**src/rtl/acondicionador_botones.sv**
```systemverilog
// acondicionador_botones: per-button 2-flop sync, 4-state debounce FSM, clean level and press pulse.
// Optional AUTOREPEAT_EN adds hold-to-repeat pulses on REPEAT_MASK channels.
module acondicionador_botones #(
  parameter int N_BOTONES = 5,
  parameter int DEBOUNCE_CYCLES = 250000,
  parameter int CNT_W = 24,
  parameter int REPEAT_DELAY = 12500000,
  parameter int REPEAT_RATE = 2500000,
  parameter logic [N_BOTONES-1:0] REPEAT_MASK = 5'b00011
) (
  input  logic                 Clk,
  input  logic                 reset,
  input  logic [N_BOTONES-1:0] btn_in,
  output logic [N_BOTONES-1:0] btn_level,
  output logic [N_BOTONES-1:0] btn_pulse
);
  localparam logic [1:0] ESTABLE_BAJO   = 2'd0;
  localparam logic [1:0] VALIDANDO_ALTO = 2'd1;
  localparam logic [1:0] ESTABLE_ALTO   = 2'd2;
  localparam logic [1:0] VALIDANDO_BAJO = 2'd3;
  localparam logic [CNT_W-1:0] DB_MAX = CNT_W'(DEBOUNCE_CYCLES - 1);
  logic [N_BOTONES-1:0] r_s1, r_s2;
  always_ff @(posedge Clk or negedge reset)
    if (!reset) begin
      r_s1 <= '0;
      r_s2 <= '0;
    end else begin
      r_s1 <= btn_in;
      r_s2 <= r_s1;
    end
  genvar i;
  for (i = 0; i < N_BOTONES; i++) begin : g_canal
    logic [1:0]       r_estado;
    logic [CNT_W-1:0] r_cnt;
    logic             r_level, r_pulse, w_rep;
    always_ff @(posedge Clk or negedge reset)
      if (!reset) begin
        r_estado <= ESTABLE_BAJO;
        r_cnt    <= '0;
        r_level  <= 1'b0;
        r_pulse  <= 1'b0;
      end else begin
        r_pulse <= w_rep;
        unique case (r_estado)
          ESTABLE_BAJO:
            if (r_s2[i]) begin
              r_estado <= VALIDANDO_ALTO;
              r_cnt    <= '0;
            end
          VALIDANDO_ALTO:
            if (!r_s2[i]) r_estado <= ESTABLE_BAJO;
            else if (r_cnt == DB_MAX) begin
              r_estado <= ESTABLE_ALTO;
              r_level  <= 1'b1;
              r_pulse  <= 1'b1;
            end else r_cnt <= r_cnt + 1'b1;
          ESTABLE_ALTO:
            if (!r_s2[i]) begin
              r_estado <= VALIDANDO_BAJO;
              r_cnt    <= '0;
            end
          VALIDANDO_BAJO:
            if (r_s2[i]) r_estado <= ESTABLE_ALTO;
            else if (r_cnt == DB_MAX) begin
              r_estado <= ESTABLE_BAJO;
              r_level  <= 1'b0;
            end else r_cnt <= r_cnt + 1'b1;
        endcase
      end
    assign btn_level[i] = r_level;
    assign btn_pulse[i] = r_pulse;
`ifdef AUTOREPEAT_EN
    if (REPEAT_MASK[i]) begin : g_rep
      localparam logic [CNT_W-1:0] DELAY_MAX = CNT_W'(REPEAT_DELAY - 1);
      localparam logic [CNT_W-1:0] RATE_MAX  = CNT_W'(REPEAT_RATE - 1);
      logic [CNT_W-1:0] r_rcnt;
      logic             r_fase, w_activo;
      // r_fase selects the inter-repeat period once the first repeat has fired
      assign w_activo = r_estado == ESTABLE_ALTO && r_s2[i];
      assign w_rep    = w_activo && r_rcnt == (r_fase ? RATE_MAX : DELAY_MAX);
      always_ff @(posedge Clk or negedge reset)
        if (!reset) begin
          r_rcnt <= '0;
          r_fase <= 1'b0;
        end else if (w_rep) begin
          r_rcnt <= '0;
          r_fase <= 1'b1;
        end else if (w_activo) r_rcnt <= r_rcnt + 1'b1;
        else begin
          r_rcnt <= '0;
          r_fase <= 1'b0;
        end
    end else begin : g_norep
      assign w_rep = 1'b0;
    end
`else
    assign w_rep = 1'b0;
`endif
  end
endmodule

```
**config.mk**
```make
export PLATFORM = sky130hd
export DESIGN_NAME = acondicionador_botones
export DESIGN_NICKNAME = d
export VERILOG_FILES = /design/src/rtl/acondicionador_botones.sv
export SDC_FILE = /design/constraint.sdc
export NUM_CORES = 1
export LEC_CHECK = 0
export BUFFER_PORTS_ARGS = -buffer_cell sky130_fd_sc_hd__buf_4
export CAP_MARGIN = 0
export CORE_MARGIN = 10
export CORE_UTILIZATION = 54
export DETAILED_ROUTE_END_ITERATION = 8
export PLACE_DENSITY = 0.7
export SLEW_MARGIN = 20
export SYNTH_ARGS = -nofsm -noshare
export SYNTH_HDL_FRONTEND = slang
export SYNTH_SLANG_ARGS = --single-unit
export TNS_END_PERCENT = 20
```
**constraint.sdc**
```tcl
create_clock -name Clk -period 3.55 [get_ports Clk]
set_input_delay 0 -clock Clk [delete_from_list [all_inputs] [get_ports Clk]]
set_output_delay 0 -clock Clk [all_outputs]
set_load 0.005 [all_outputs]
```
After elaboration in Yosys (flattened, before gate mapping):

Cells that the tools add are included.

* output and inout bits: 10
* register bits after elaboration: 150
* bits of input ports: 7
* word-level logic and storage cells: 217

* mux-type cells: 105
* eq/ne operators: 60
* reduce and logical (&&, ||, !) cells: 25
* add/subtract/negate cells: 5

Operators with widths (number)
* 2-to-1 mux 24 bit: 25
* one-hot mux 24 bit (4 select lines): 5
* adder 24 x 1 -> 24 bit, second input constant: 5
* == test 24 x 18 -> 1 bit, second input constant: 5
* 2-to-1 mux 2 bit: 30
* != test 2 bit, second input constant: 30
* one-hot mux 2 bit (4 select lines): 5
* AND reduction 4 bit: 10
* 2-to-1 mux 1 bit: 35
* != test 3 bit, second input constant: 10
* AND reduction 5 bit: 5
* == test 2 bit, second input constant: 10
* == test 2 x 1 -> 1 bit, second input constant: 5
* logical NOT 2 bit: 5
* one-hot mux 1 bit (2 select lines): 5
* nonzero test 2 bit: 5

Longest topological paths before layout:

* word-level depth: 4
* depth in mapped cells: 8
* gate-level depth less buffers: 6

Worst setup path after synthesis:

No wires, ideal clock.

* path kind: register to register
* from: register g_canal[2].r_cnt[11]
* to: register g_canal[2].r_cnt[0]
* setup slack: 1.509 ns
* buffers on the path: 1
* cell stages (with the launch flop): 7
* period minus slack after synthesis: 2.041 ns
* library setup time: 0.121 ns
* arrival time: 1.920 ns
* path through: dfrtp_1 > nor4_2 > nand4_1 > or4_1 > buf_2 > mux2_4 > a22o_1

* longest elaborated chain between the ends: 4

RTL lines
* start: declaration: RTL line 34 `logic [CNT_W-1:0] r_cnt;`
* start signal: assignment: RTL line 56 `end else r_cnt <= r_cnt + 1'b1;`
* start signal: assignment: RTL line 67 `end else r_cnt <= r_cnt + 1'b1;`
* == test 24 x 18 -> 1 bit *: RTL line 52, 64
* 2-to-1 mux 24 bit *
* 2-to-1 mux 24 bit (on tied branches)
* one-hot mux 24 bit (4 select lines) *

Every way passes the cells marked *; elsewhere a longest branch is shown, timed or not. The select of a mux whose other input is x is not followed.
A chain may end at the register's enable or synchronous reset.

Worst setup path in the final report:

* from: register g_canal[0].r_estado[0]
* to: register g_canal[0].r_cnt[21]

* longest elaborated chain between the ends: 3

RTL lines
* start: declaration: RTL line 33 `logic [1:0] r_estado;`
* start signal: assignment: RTL line 38 `r_estado <= ESTABLE_BAJO;`
* start signal: assignment: RTL line 47 `r_estado <= VALIDANDO_ALTO;`
* start signal: assignment: RTL line 51 `if (!r_s2[i]) r_estado <= ESTABLE_BAJO;`
* == test 2 bit, or another cell as far along: RTL line 44 `unique case (r_estado)`
* != test 2 bit (no line)
* AND reduction 4 bit (no line)
* end signal: assignment: RTL line 56
* end signal: assignment: RTL line 67
* end: declaration: RTL line 34

Several ways; a longest one is shown, not always the timed one.

==> results.md <==
* Final Cycle Share at 77.1%
* Setup CP Type: flop to flop
* Arrival @ worst endpoint at slightly above 3 ns
* Placer Congestion at roughly 0.86
* Setup TNS at 0 ns
* Slew at the pin closest to its max-slew limit at approximately 0.90 ns
* DR WL/cell at approximately 16 µm
* Register area share after synthesis at 46.0%
* CTS tree: done
* Netlist Area Pre-Place at just over 8000 µm²
* Cells after DPL at roughly 1000
* Setup Skew at roughly 0.0072 ns
* Post-synth EDFFs at 0
* Initial antenna violation count at 0
* Final hold vios at 0
* Ys Warns at 0
* Core Rows at 44
* NetSw at ~0.9 mW
* Worst-path fanout max at 21
* Largest net degree at the start of global routing at 85
* Internal power at roughly 3.1 mW
* Max_cap viols at 0
* WP data required at around 3.9 ns
* Max frequency at around 370 MHz
* Vias/cell at 6.16
* Clock Tree Root: clkbuf_16
* Commonest non-fill, non-tap cell in the layout: dfrtp_1
* Leakage at 3.94 nW
* Vias in the first global route at 6309
* Status: completed
* Initial core utilization at between 50% and 60%
* Core ar. at around 15000 µm²
* Final instance area at around 9000 µm²
* Non-Filler Instances at between 1000 and 1500
* Leading post-synthesis cells by cell area: dfrtp_1 (46%), nand2_1 (6.4%), nand3_1 (4.2%), nor2_1 (3.3%), nand4_1 (2.5%)
* Combinational Power Share at around 5.3%
* Startpoint Class: flop
* Max VDD drop at 0.375 mV
* RSZ-0062 raised after global routing: no
* Async S/R FF share, synth at 100%
* Worst rel slew slack at 39.3%
* All-Layer GR Usage at between 10% and 20%
* Distinct cells, synth at between 60 and 70
* Post-CTS resize count at 0
* Remaining DRCs at 0
* Yosys top cell by area: dfrtp_1
* Worst-path clk slew at ~0.060 ns
* DIE AREA at around 20000 µm²
* I/O Buffers at 16
* First-pass GRT wire length at 29.4 mm
* Hold Crit Class: input pin to async pin
* Sequential share of power at 45.6%
* P&R area growth vs syn at 11.2%
* Initial DRC Count at between 500 and 600
* Hold slack at ~0.21 ns
* Post-synthesis register bit count at 150
* Syn_area_per_cell at 9.24 µm²
* Setup violators final at 0
* R2R cell count at 6
* Drt first pass iters at 5
* CTS Buf Count at 17
* Power Density at about 450 nW/µm²
* Worst-Skew Late Latency at approximately 0.42 ns
* Mapped Nets at around 900
* Final ANT Viol Nets at 0
* Syn Inst Count at roughly 900
* Clock power frac at 49.1%
* Die Width at approximately 140 µm
* Synth Flop Type: dfrtp_1
* Detailed-route via count at between 6000 and 7000
* Global route overflow at 0
* Final Util at 61.9%
* Final wirelength at between 15 and 20 mm
* Layout Nets at 894
* H-tree level count at 4
* Switch share at 22.2%
* Min cycle time layout at ~2.7 ns
* DP Wirelength at between 10 and 15 mm
* I/O pins at 17
* Die Y at ~140 µm
* Clock sinks at 150
* Reg2reg end: g_canal[0].r_cnt[21]$_DFFE_PN0P_
* Synth top area share at between 40 and 50%
* Share of layout cells above drive strength 1 at 9.73%
* Postcts setup bufs at 0
* Hold-fix buffers, CTS at 6
* CTS Buffer Depth at 2
* R2R Setup Slk at 0.81 ns
* R2r startpoint: g_canal[0].r_estado[0]$_DFFE_PN0P_
* Antenna Diode Count at 0
* Crit. End Element: flop
* Final Max Tran Viols at 0
* Most frequent cells in the layout: dfrtp_1 (150), nand2_1 (139), nor2_1 (72), nand3_1 (68), o21ai_0 (35)
* Area after DPL at roughly 8400 µm²
## worst max-delay path by stage
stage	from	to	slack, ns	cells past startpoint
after floorplan	g_canal[2].r_cnt[11]$_DFFE_PN0P_	g_canal[2].r_cnt[0]$_DFFE_PN0P_	1.51	6
after global placement	g_canal[0].r_estado[0]$_DFFE_PN0P_	g_canal[0].r_cnt[21]$_DFFE_PN0P_	0.97	6
after detailed placement	g_canal[0].r_estado[0]$_DFFE_PN0P_	g_canal[0].r_cnt[21]$_DFFE_PN0P_	0.85	6
after CTS	g_canal[0].r_estado[0]$_DFFE_PN0P_	g_canal[0].r_cnt[21]$_DFFE_PN0P_	0.82	6
after global routing	g_canal[0].r_estado[0]$_DFFE_PN0P_	g_canal[0].r_cnt[21]$_DFFE_PN0P_	0.65	6
final	g_canal[0].r_estado[0]$_DFFE_PN0P_	g_canal[0].r_cnt[21]$_DFFE_PN0P_	0.81	6
## cell type report
class | count | area [µm²]
fill | 1199 | 5570
multi-input combinational | 663 | 4110
sequential | 150 | 3750
clock buffer | 22 | 474
timing repair buffer | 31 | 264
tap | 184 | 230
clock inverter | 9 | 173
inverter | 19 | 71.3
## synthesized netlist by cell type, types with 14 or more instances
master and instances:
a22o_1 22, and3_1 20, buf_2 14, clkbuf_1 24, dfrtp_1 150, inv_1 19, nand2_1 139, nand3_1 68
nand4_1 32, nor2_1 72, nor3_1 21, nor4_1 23, o21ai_0 36, o221ai_1 14, xnor2_1 19, xor2_1 16
## cell families after synthesis
family | count (synthesis) | synth area share (%)
compound gates | 130 | 11.8
xor+xnor | 36 | 3.96
fa+ha+maj | 5 | 0.767
buf+inv | 70 | 3.93
flops | 150 | 46.0
mux | 21 | 2.75
simple gates | 471 | 30.8
## registers in the layout, indices dropped and copies added (netlist names), named ones only
signal            count
g_canal.r_estado      5
g_canal.r_level       5
r_s2                  5
r_s1                  5
g_canal.r_cnt       120
g_canal.r_pulse       5
## per-stage QoR
| stage | power [mW] | setup WS, ns |
|---|---|---|
| final | 4.04 | 0.813 |
| after floorplan | 1.99 | 1.51 |
| after global routing | 4.20 | 0.646 |
| after CTS | 4.08 | 0.824 |
| after detailed placement | 2.08 | 0.849 |
| after global placement | 2.07 | 0.970 |
## layer usage
layer / vias up / GRT usage, % / part of all wire [%]
met5: - / 0 / 0
met4: 0 / 5.16 / 1.0
met3: 18 / 4.08 / 3.8
met2: 131 / 27.6 / 48
met1: 3253 / 22.4 / 47
li1: 3234 / - / -
## worst max-delay path, cell delays in order (launching register included)
cell      delay (ns)
dfrtp_1         0.77
nand2b_1        0.14
or3_1           0.39
o41ai_4         0.64
buf_4           0.35
nor4_1          0.08
a211o_1         0.24
## power groups by stage
stage	logic, mW	clock network [mW]	registers (mW)
CTS	0.217	2.02	1.84
global route	0.245	2.10	1.85
detailed placement	0.210	0	1.87
floorplan	0.143	0	1.85
global placement	0.203	0	1.87
finish	0.213	1.98	1.84
Power figures use the tool's default switching activity.
